## src/rtl/find_bkt_lvl_ctrl_pkg.sv

```systemverilog
// Shared sat-engine package for the backtrack-level search controller.
// Holds the FSM state encoding and the default level/bin widths.
package find_bkt_lvl_ctrl_pkg;

  localparam int unsigned WidthLvlDef = 16;
  localparam int unsigned WidthBinDef = 10;
  localparam int unsigned BktCntWidth = 16;

  typedef enum logic [1:0] {
    StIdle  = 2'd0,
    StScan  = 2'd1,
    StApply = 2'd2,
    StUnsat = 2'd3
  } bkt_state_e;

endpackage

```

## src/rtl/find_bkt_lvl_ctrl_if.sv

```systemverilog
// Level-state read port between the backtrack search controller and the level-state array.
// The read is combinational: data for lvl_rd_addr is returned in the same cycle.
//   lvl_rd_addr : level being read (driven by the controller, master)
//   lvl_dcd_bin : decision bin of the addressed level (driven by the array, slave)
//   lvl_has_bkt : has-backtracked flag of the addressed level (driven by the array, slave)
interface find_bkt_lvl_ctrl_if #(
  parameter int unsigned WIDTH_LVL = 16,
  parameter int unsigned WIDTH_BIN = 10
);

  logic [WIDTH_LVL-1:0] lvl_rd_addr;
  logic [WIDTH_BIN-1:0] lvl_dcd_bin;
  logic                 lvl_has_bkt;

  modport master (
    output lvl_rd_addr,
    input  lvl_dcd_bin,
    input  lvl_has_bkt
  );

  modport slave (
    input  lvl_rd_addr,
    output lvl_dcd_bin,
    output lvl_has_bkt
  );

endinterface

```

## src/rtl/find_bkt_lvl_ctrl_bkt_stat_cnt.sv

```systemverilog
// bkt_stat_cnt: saturating count of committed backtracks.
//   clk, rst : clock, asynchronous active-high reset
//   inc_i    : one-cycle increment request (apply pulse)
//   cnt_o    : current count, sticks at all-ones
module bkt_stat_cnt
  import find_bkt_lvl_ctrl_pkg::*;
(
  input  logic                   clk,
  input  logic                   rst,
  input  logic                   inc_i,
  output logic [BktCntWidth-1:0] cnt_o
);

  logic [BktCntWidth-1:0] cnt_q, cnt_d;

  always_comb begin
    cnt_d = cnt_q;
    if (inc_i && (cnt_q != '1)) begin
      cnt_d = cnt_q + 1'b1;
    end
  end

  always_ff @(posedge clk or posedge rst) begin
    if (rst) begin
      cnt_q <= '0;
    end else begin
      cnt_q <= cnt_d;
    end
  end

  assign cnt_o = cnt_q;

endmodule

```

## src/rtl/find_bkt_lvl_ctrl.sv

```systemverilog
// find_bkt_lvl_ctrl: searches downward from the current decision level for the first level
// that has not yet been backtracked, then commits it (APPLY) or reports UNSAT.
// Optional feature macro: BKT_STAT_EN (adds the saturating backtrack counter bkt_stat_cnt).
// Ports:
//   clk, rst      : clock, asynchronous active-high reset
//   start_i       : start a search (IDLE only), max_lvl_i captured with it
//   abort_i       : cancel; returns to IDLE next cycle, suppresses done/apply this cycle
//   lvl_io        : level-state read port (master)
//   busy_o        : not in IDLE
//   apply_bkt_o   : one-cycle commit pulse
//   done_o        : one-cycle end-of-search pulse, unsat_o qualifies it
//   bkt_lvl_o/bkt_bin_o : found level and its decision bin, held until next find
//   bkt_cnt_o     : committed backtrack count (0 without BKT_STAT_EN)
module find_bkt_lvl_ctrl
  import find_bkt_lvl_ctrl_pkg::*;
#(
  parameter int unsigned WIDTH_LVL = WidthLvlDef,
  parameter int unsigned WIDTH_BIN = WidthBinDef
) (
  input  logic                   clk,
  input  logic                   rst,
  input  logic                   start_i,
  input  logic [WIDTH_LVL-1:0]   max_lvl_i,
  input  logic                   abort_i,
  find_bkt_lvl_ctrl_if.master    lvl_io,
  output logic                   busy_o,
  output logic                   apply_bkt_o,
  output logic [WIDTH_LVL-1:0]   bkt_lvl_o,
  output logic [WIDTH_BIN-1:0]   bkt_bin_o,
  output logic                   done_o,
  output logic                   unsat_o,
  output logic [BktCntWidth-1:0] bkt_cnt_o
);

  localparam logic [WIDTH_LVL-1:0] LvlOne = WIDTH_LVL'(1);

  bkt_state_e           state_q, state_d;
  logic [WIDTH_LVL-1:0] cur_lvl_q, cur_lvl_d;
  logic [WIDTH_LVL-1:0] bkt_lvl_q, bkt_lvl_d;
  logic [WIDTH_BIN-1:0] bkt_bin_q, bkt_bin_d;

  always_comb begin
    state_d   = state_q;
    cur_lvl_d = cur_lvl_q;
    bkt_lvl_d = bkt_lvl_q;
    bkt_bin_d = bkt_bin_q;

    unique case (state_q)
      StIdle: begin
        if (start_i) begin
          cur_lvl_d = max_lvl_i;
          state_d   = (max_lvl_i != '0) ? StScan : StUnsat;
        end
      end
      StScan: begin
        if (!lvl_io.lvl_has_bkt) begin
          bkt_lvl_d = cur_lvl_q;
          bkt_bin_d = lvl_io.lvl_dcd_bin;
          state_d   = StApply;
        end else if (cur_lvl_q > LvlOne) begin
          cur_lvl_d = cur_lvl_q - LvlOne;
        end else begin
          // Level 0 is the root and can never be a backtrack target.
          state_d = StUnsat;
        end
      end
      StApply: state_d = StIdle;
      StUnsat: state_d = StIdle;
      default: state_d = StIdle;
    endcase

    // Abort overrides everything, including a find in the same cycle.
    if (abort_i) begin
      state_d   = StIdle;
      cur_lvl_d = cur_lvl_q;
      bkt_lvl_d = bkt_lvl_q;
      bkt_bin_d = bkt_bin_q;
    end
  end

  always_ff @(posedge clk or posedge rst) begin
    if (rst) begin
      state_q   <= StIdle;
      cur_lvl_q <= '0;
      bkt_lvl_q <= '0;
      bkt_bin_q <= '0;
    end else begin
      state_q   <= state_d;
      cur_lvl_q <= cur_lvl_d;
      bkt_lvl_q <= bkt_lvl_d;
      bkt_bin_q <= bkt_bin_d;
    end
  end

  // Pulses decode straight from the state register; abort masks them in its own cycle.
  assign busy_o      = (state_q != StIdle);
  assign apply_bkt_o = (state_q == StApply) && !abort_i;
  assign unsat_o     = (state_q == StUnsat) && !abort_i;
  assign done_o      = apply_bkt_o || unsat_o;
  assign bkt_lvl_o   = bkt_lvl_q;
  assign bkt_bin_o   = bkt_bin_q;

  assign lvl_io.lvl_rd_addr = (state_q == StScan) ? cur_lvl_q : '0;

`ifdef BKT_STAT_EN
  bkt_stat_cnt u_bkt_stat_cnt (
    .clk   (clk),
    .rst   (rst),
    .inc_i (apply_bkt_o),
    .cnt_o (bkt_cnt_o)
  );
`else
  assign bkt_cnt_o = '0;
`endif

endmodule

```

## src/flat_wrapper.sv

```systemverilog
// flat-port wrapper written by rule: the top's interface ports become plain ports
module find_bkt_lvl_ctrl_flat import find_bkt_lvl_ctrl_pkg::*;
#(
  parameter int unsigned WIDTH_LVL = WidthLvlDef,
  parameter int unsigned WIDTH_BIN = WidthBinDef
)
  (clk, rst, start_i, max_lvl_i, abort_i, busy_o, apply_bkt_o, bkt_lvl_o, bkt_bin_o, done_o, unsat_o, bkt_cnt_o, lvl_io_lvl_rd_addr, lvl_io_lvl_dcd_bin, lvl_io_lvl_has_bkt);
  find_bkt_lvl_ctrl_if #(.WIDTH_LVL(WIDTH_LVL), .WIDTH_BIN(WIDTH_BIN)) lvl_io_i ();
  input  logic clk;
  input  logic rst;
  input  logic start_i;
  input  logic [WIDTH_LVL-1:0] max_lvl_i;
  input  logic abort_i;
  output logic busy_o;
  output logic apply_bkt_o;
  output logic [WIDTH_LVL-1:0] bkt_lvl_o;
  output logic [WIDTH_BIN-1:0] bkt_bin_o;
  output logic done_o;
  output logic unsat_o;
  output logic [BktCntWidth-1:0] bkt_cnt_o;
  output wire logic [$bits(lvl_io_i.lvl_rd_addr)-1:0] lvl_io_lvl_rd_addr;
  input wire logic [$bits(lvl_io_i.lvl_dcd_bin)-1:0] lvl_io_lvl_dcd_bin;
  input wire logic [$bits(lvl_io_i.lvl_has_bkt)-1:0] lvl_io_lvl_has_bkt;
  assign lvl_io_lvl_rd_addr = lvl_io_i.lvl_rd_addr;
  assign lvl_io_i.lvl_dcd_bin = lvl_io_lvl_dcd_bin;
  assign lvl_io_i.lvl_has_bkt = lvl_io_lvl_has_bkt;
  find_bkt_lvl_ctrl #(.WIDTH_LVL(WIDTH_LVL), .WIDTH_BIN(WIDTH_BIN)) u_core (.clk(clk), .rst(rst), .start_i(start_i), .max_lvl_i(max_lvl_i), .abort_i(abort_i), .lvl_io(lvl_io_i), .busy_o(busy_o), .apply_bkt_o(apply_bkt_o), .bkt_lvl_o(bkt_lvl_o), .bkt_bin_o(bkt_bin_o), .done_o(done_o), .unsat_o(unsat_o), .bkt_cnt_o(bkt_cnt_o));
endmodule
```

## config.mk

```make
export PLATFORM = sky130hd
export DESIGN_NAME = find_bkt_lvl_ctrl_flat
export DESIGN_NICKNAME = d
export VERILOG_FILES = /design/src/rtl/find_bkt_lvl_ctrl_pkg.sv /design/src/rtl/find_bkt_lvl_ctrl_if.sv /design/src/rtl/find_bkt_lvl_ctrl_bkt_stat_cnt.sv /design/src/rtl/find_bkt_lvl_ctrl.sv /design/src/flat_wrapper.sv
export SDC_FILE = /design/constraint.sdc
export NUM_CORES = 1
export LEC_CHECK = 0
export ABC_CLOCK_PERIOD_IN_PS = 1620
export CAP_MARGIN = 30
export CORE_UTILIZATION = 40
export CTS_CLUSTER_DIAMETER = 80
export DETAILED_ROUTE_END_ITERATION = 10
export GPL_TIMING_DRIVEN = 0
export PLACE_DENSITY = 0.77
export SETUP_SLACK_MARGIN = 0.2
export SYNTH_ARGS = -nofsm -noshare
export SYNTH_HDL_FRONTEND = slang
export SYNTH_HIERARCHICAL = 1
export SYNTH_SLANG_ARGS = --single-unit
```

## constraint.sdc

```tcl
create_clock -name clk -period 1.62 [get_ports clk]
set_input_delay 0.486 -clock clk [delete_from_list [all_inputs] [get_ports clk]]
set_output_delay 0.486 -clock clk [all_outputs]
set_load 0.02 [all_outputs]
```

# After elaboration in Yosys (flattened, before gate mapping)
# Cells that the tools add are included.
[op_classes]
n_addsub = 1
multipliers = 0
div = 0
magnitude_cmp = 1
eq_ne = 8
shift = 0
mux = 11
bitwise = 2
n_reduce_logical = 12
[ops]
columns = ["operator", "count"]
rows = [
  ["$mux 16", 4],
  ["$pmux 16 s2", 1],
  ["$gt 16x1->1 const B", 1],
  ["$reduce_bool 16->1", 1],
  ["$sub 16x1->16 const B", 1],
  ["$mux 2", 5],
  ["$pmux 2 s3", 1],
  ["$reduce_and 5->1", 1],
  ["$eq 2x2->1 const B", 2],
  ["$ne 2x2->1 const B", 2],
  ["$ne 4x4->1 const B", 1],
  ["$reduce_bool 2->1", 2],
  ["$ne 3x3->1 const B", 1],
  ["$reduce_and 3->1", 1],
  ["$eq 2x1->1 const B", 1],
  ["$logic_and 1x1->1", 2],
  ["$logic_not 2->1", 1],
  ["$ne 2x1->1 const B", 1],
  ["$not 1->1", 2],
  ["$reduce_and 2->1", 1],
  ["$reduce_or 2->1", 1],
  ["$logic_not 1->1", 1],
  ["$logic_or 1x1->1", 1],
]
[totals]
ff_bits = 44
latchBits = 0
mem_bits_rw = 0
romBits = 0
in_bits = 31
out_inout_bits = 62
elab_cells = 39
n_memories = 0

# Longest topological paths before layout
[logic_depth]
depth_word = 5
ltp_mapped = 7

# Worst setup path after synthesis
# Ideal clock, no wire load.
[synth_path]
kind = "register to register"
from = "reg u_core.cur_lvl_q[0]"
to = "reg u_core.cur_lvl_q[12]"
setup_ns = 0.128
arrival_ns = 1.674
t_required_ns = 1.492
path_slack_ns = -0.182
stages_incl_launch_ff = 8
path_buffers = 0
synth_period_minus_slack_ns = 1.802
cell_sequence = "dfrtp_1 inv_1 ha_1 nor3b_4 nand3_1 o31a_2 a21oi_1 o21ai_0"
[synth_via]
elab_chain_cells = 4
word_cells_on_any_way = 7
[synth_rtl]
columns = ["item", "line_no", "source"]
rows = [
  ["start, declared", "find_bkt_lvl_ctrl.sv:38", "logic [WIDTH_LVL-1:0] cur_lvl_q, cur_lvl_d;"],
  ["start signal, assigned", "find_bkt_lvl_ctrl.sv:89", "cur_lvl_q <= cur_lvl_d;"],
  ["$sub 16x1->16", "find_bkt_lvl_ctrl.sv:61", "cur_lvl_d = cur_lvl_q - LvlOne;"],
  ["$mux 16", "find_bkt_lvl_ctrl.sv:60", "end else if (cur_lvl_q > LvlOne) begin"],
  ["$mux 16", "find_bkt_lvl_ctrl.sv:56", "if (!lvl_io.lvl_has_bkt) begin"],
  ["$pmux 16 s2", "find_bkt_lvl_ctrl.sv:48", "unique case (state_q)"],
]
# Parallel ways exist; a longest one is shown, timed or not. The select of a mux whose other input is x is not followed.
# A chain may end at the register's enable or synchronous reset.

# Worst setup path after layout
[layout_path]
from = "reg u_core.state_q[0]"
to = "out lvl_io_lvl_rd_addr[2]"
[layout_via]
elab_chain_cells = 2
[layout_rtl]
columns = ["item", "line_no", "source"]
rows = [
  ["start, declared", "find_bkt_lvl_ctrl.sv:37", "bkt_state_e state_q, state_d;"],
  ["start signal, assigned", "find_bkt_lvl_ctrl.sv:83", "state_q <= StIdle;"],
  ["start signal, assigned", "find_bkt_lvl_ctrl.sv:88", "state_q <= state_d;"],
  ["$eq 2x1->1", "find_bkt_lvl_ctrl.sv:103", "assign lvl_io.lvl_rd_addr = (state_q == StScan) ? cur_lvl_q : '0;"],
  ["$mux 16", "find_bkt_lvl_ctrl.sv:103", ""],
  ["end, declared", "flat_wrapper.sv:21", "output wire logic [$bits(lvl_io_i.lvl_rd_addr)-1:0] lvl_io_lvl_rd_addr;"],
]
# No other way between the ends.

==> impl_metrics.json <==
{
  "outcome": "finished, violations left",
  "failing_checks": "negative setup slack",
  "synthesis.area_per_instance_sq_um": 10.2,
  "fmax_mhz": 516,
  "die-height_microns": 80.0,
  "synth-simple-area-share": 0.192,
  "layout.nets": 427,
  "cts.clk_slew.worst_paths_ps": 90,
  "grt_setup_unrepaired": "true",
  "drive_gt1_frac": 0.638,
  "finalWeightedCongestion": 0.881,
  "combined_area_of_all_synthesized_cells_sq_um": 2440,
  "synth_cells": 239,
  "ir_drop_uv": 695,
  "synth-seq-area-share": 0.452,
  "max_stage_delay_ps": 440,
  "route.detailed.wl_per_inst_microns": 20.3,
  "synth_cell_type_count": 44,
  "compound_cell_area_share_of_the_yosys_netlist": 0.130,
  "tritoncts": "yes",
  "pin_count_of_the_biggest_net_entering_global_routing": 34,
  "floorplan.initialDensity": 0.414,
  "place.detailed.hpwl_mm": 4.71,
  "report.final.hold_viol_count": 0,
  "post_synthesis_xor_xnor_area_fraction": 0,
  "detail-route-antenna-nets": 0,
  "ys.warnings.count": 6,
  "core_area_sq_um": 5890,
  "post-synth-top-count-cell": "dfrtp_1",
  "cts_h_tree_lvls": 2,
  "clockRootBuffer": "clkbuf_8",
  "routed_vias": 2669,
  "post_synth_top_area_cell": "dfrtp_1",
  "post_drt_via_cell_ratio": 5.68,
  "hold_path.class": "in2async",
  "cellPowerDensity_nw_per_um2": 1170,
  "clkLatencyLatePin_ps": 310,
  "number_of_remaining_drc_errors": 0,
  "drv.max_cap_violation_count": 0,
  "path_max_fanout": 8,
  "synth.top_cell.area_share": 0.452,
  "die_area_sq_um": 6410,
  "worst_setup_path_start_kind": "register",
  "report.final.setup_viol": 63,
  "endpoint_kind": "output port",
  "synth_mux_area_frac": 0.120,
  "finish.utilization": 0.759,
  "track_usage": 0.255,
  "area_growth_pct": 83.3,
  "finalCritPeriodShare": 1.20,
  "finClkSkew_ps": 12.3,
  "cts_buffers": 5,
  "boundaryPins": 93,
  "floorplan.die.width_microns": 80.0,
  "dr.pass1.iters": 5,
  "clkSinkCount": 44,
  "synth_top_family_by_area": "simple AND/OR/NAND/NOR gates",
  "synth_common_cells": "44 x dfrtp_1, 26 x mux2_2, 21 x a21oi_1, 21 x nor2_1, 19 x buf_4",
  "synth_ff_type": "dfrtp_1",
  "dp_slack_ps": -851,
  "totalWireLength_mm": 9.52,
  "synth.top_cells.by_area": "dfrtp_1 45%, mux2_2 12%, buf_4 5.9%",
  "ys_ff_latch": 44,
  "first_iter_violations": 248,
  "post-route-worst-setup-slack_ps": -317,
  "antenna_found_initial": 0,
  "clk_buf_depth": 2,
  "final_max_slew_viol_count": 0,
  "crit_path_kind": "reg2out",
  "grt_pass1_wl_mm": 12.3,
  "num_antenna_cells": 0,
  "worst_ep_arrival_time_ps": 1450,
  "crit_slowest_cell": "dfrtp_2",
  "placement_rows": 28,
  "power.total_uw": 5230,
  "fin_hold_ws_ps": 487,
  "finalSetupTns_ps": -10090,
  "p_leak_uw": 0.00199,
  "min_period_ps": 1940,
  "gr-total-overflow": 0,
  "count_of_input_and_output_buffers": 76,
  "synthArstFlopShare": 1.00,
  "post_synth_fa_ha_maj_area_fraction": 0.0103,
  "path_cells": "nor2b_4 > buf_8 > clkbuf_16 > and2_4 > buf_6",
  "grt_pass1_vias": 2410,
  "number_of_enable_type_register_cells_in_the_synthesized_netlist": 0,
  "cp_required_ps": 1130
}
==> cell type report <==
class	count	area (sq um)
clock inverters	1	5.00
inverters	8	43.8
flip-flops and latches	44	1120
plain buffers	28	284
repair buffers	133	1180
multi-input cells	174	1670
fillers	371	1420
clock buffers	7	76.3
well taps	75	93.8
==> routing by layer <==
metal,wire length (microns),part of all wire,global-route usage
met1,3530,0.37,0.322
met4,589,0.062,0.104
met2,4580,0.48,0.433
met5,0,0,0
met3,810,0.085,0.0411
==> state kept, by name, indices dropped and copies added, names as in the netlist <==
register,flops
u_core/bkt_bin_o,10
u_core/bkt_lvl_o,16
u_core/cur_lvl_q,16
u_core/state_q,2
==> power breakdown <==
part / total, uW / internal [uW] / switching (uW)
Combinational: 2650 / 1320 / 1330
Sequential: 1880 / 1480 / 395
Clock: 706 / 304 / 402
Total: 5230 / 3100 / 2120
==> worst max-delay path, delay by kind of cell (launching register included) <==
kind | cells | cell delay [ps]
and+or+nand+nor | 2 | 290
DFF | 1 | 440
buffers and inverters | 3 | 410
==> stage by stage <==
stage / instance area (sq um) / cells
global placement: 3570 / 405
detailed placement: 3590 / 406
finish: 4460 / 470
global route: 4460 / 470
floorplan: 2720 / 254
CTS: 4070 / 447
==> what timing repair did <==
action / 4_1_cts / 5_1_grt
buffers inserted: 29 / 23
hold buffers: 0 / 0
gates resized for setup: 307 / 57
cloned: 4 / 0
hold endpoints to repair: 0 / 0
pin swaps: 13 / 18
setup endpoints to repair: 89 / 64
==> logic make-up (layout without fill, tap and decap cells) <==
| family | count (synthesis) | in the layout |
|---|---|---|
| compound gates | 53 | 53 |
| fa+ha+maj | 2 | 2 |
| buf+inv | 36 | 177 |
| flops | 44 | 44 |
| mux | 26 | 26 |
| other cells | 1 | 16 |
| simple gates | 77 | 77 |
==> cells in the final DEF, fill, tap and decap left out, drive strengths merged, types with 2 or more instances in the layout <==
| master | instances |
|---|---|
| nor3b | 2 |
| clkbuf | 9 |
| a21oi | 21 |
| or4 | 2 |
| nand3 | 4 |
| ha | 2 |
| nor3 | 12 |
| clkinv | 2 |
| nor2 | 21 |
| clkdlybuf4s50 | 15 |
| o22ai | 7 |
| nor2b | 3 |
| o21ai | 16 |
| nor4 | 10 |
| or3 | 2 |
| and2 | 11 |
| inv | 6 |
| nand2b | 2 |
| buf | 129 |
| dfrtp | 44 |
| nand4 | 2 |
| dlygate4sd2 | 15 |
| conb | 16 |
| mux2 | 26 |
| nand2 | 4 |
==> path summary, 6_finish.rpt <==
check	from	to	slack, ps	cells after the start
max	u_core/state_q[0]	lvl_io_lvl_rd_addr[2]	-320	5
min	rst	u_core/bkt_lvl_o[15]	490	2
max reg2reg	u_core/cur_lvl_q[15]	u_core/cur_lvl_q[1]	-220	6
min reg2reg	u_core/bkt_lvl_o[6]	u_core/bkt_lvl_o[6]	510	1
max in group asynchronous	rst	u_core/cur_lvl_q[11]	640	3
min in group clk	u_core/bkt_lvl_o[6]	u_core/bkt_lvl_o[6]	510	1
No activity file was read; power rests on OpenSTA's default activity.
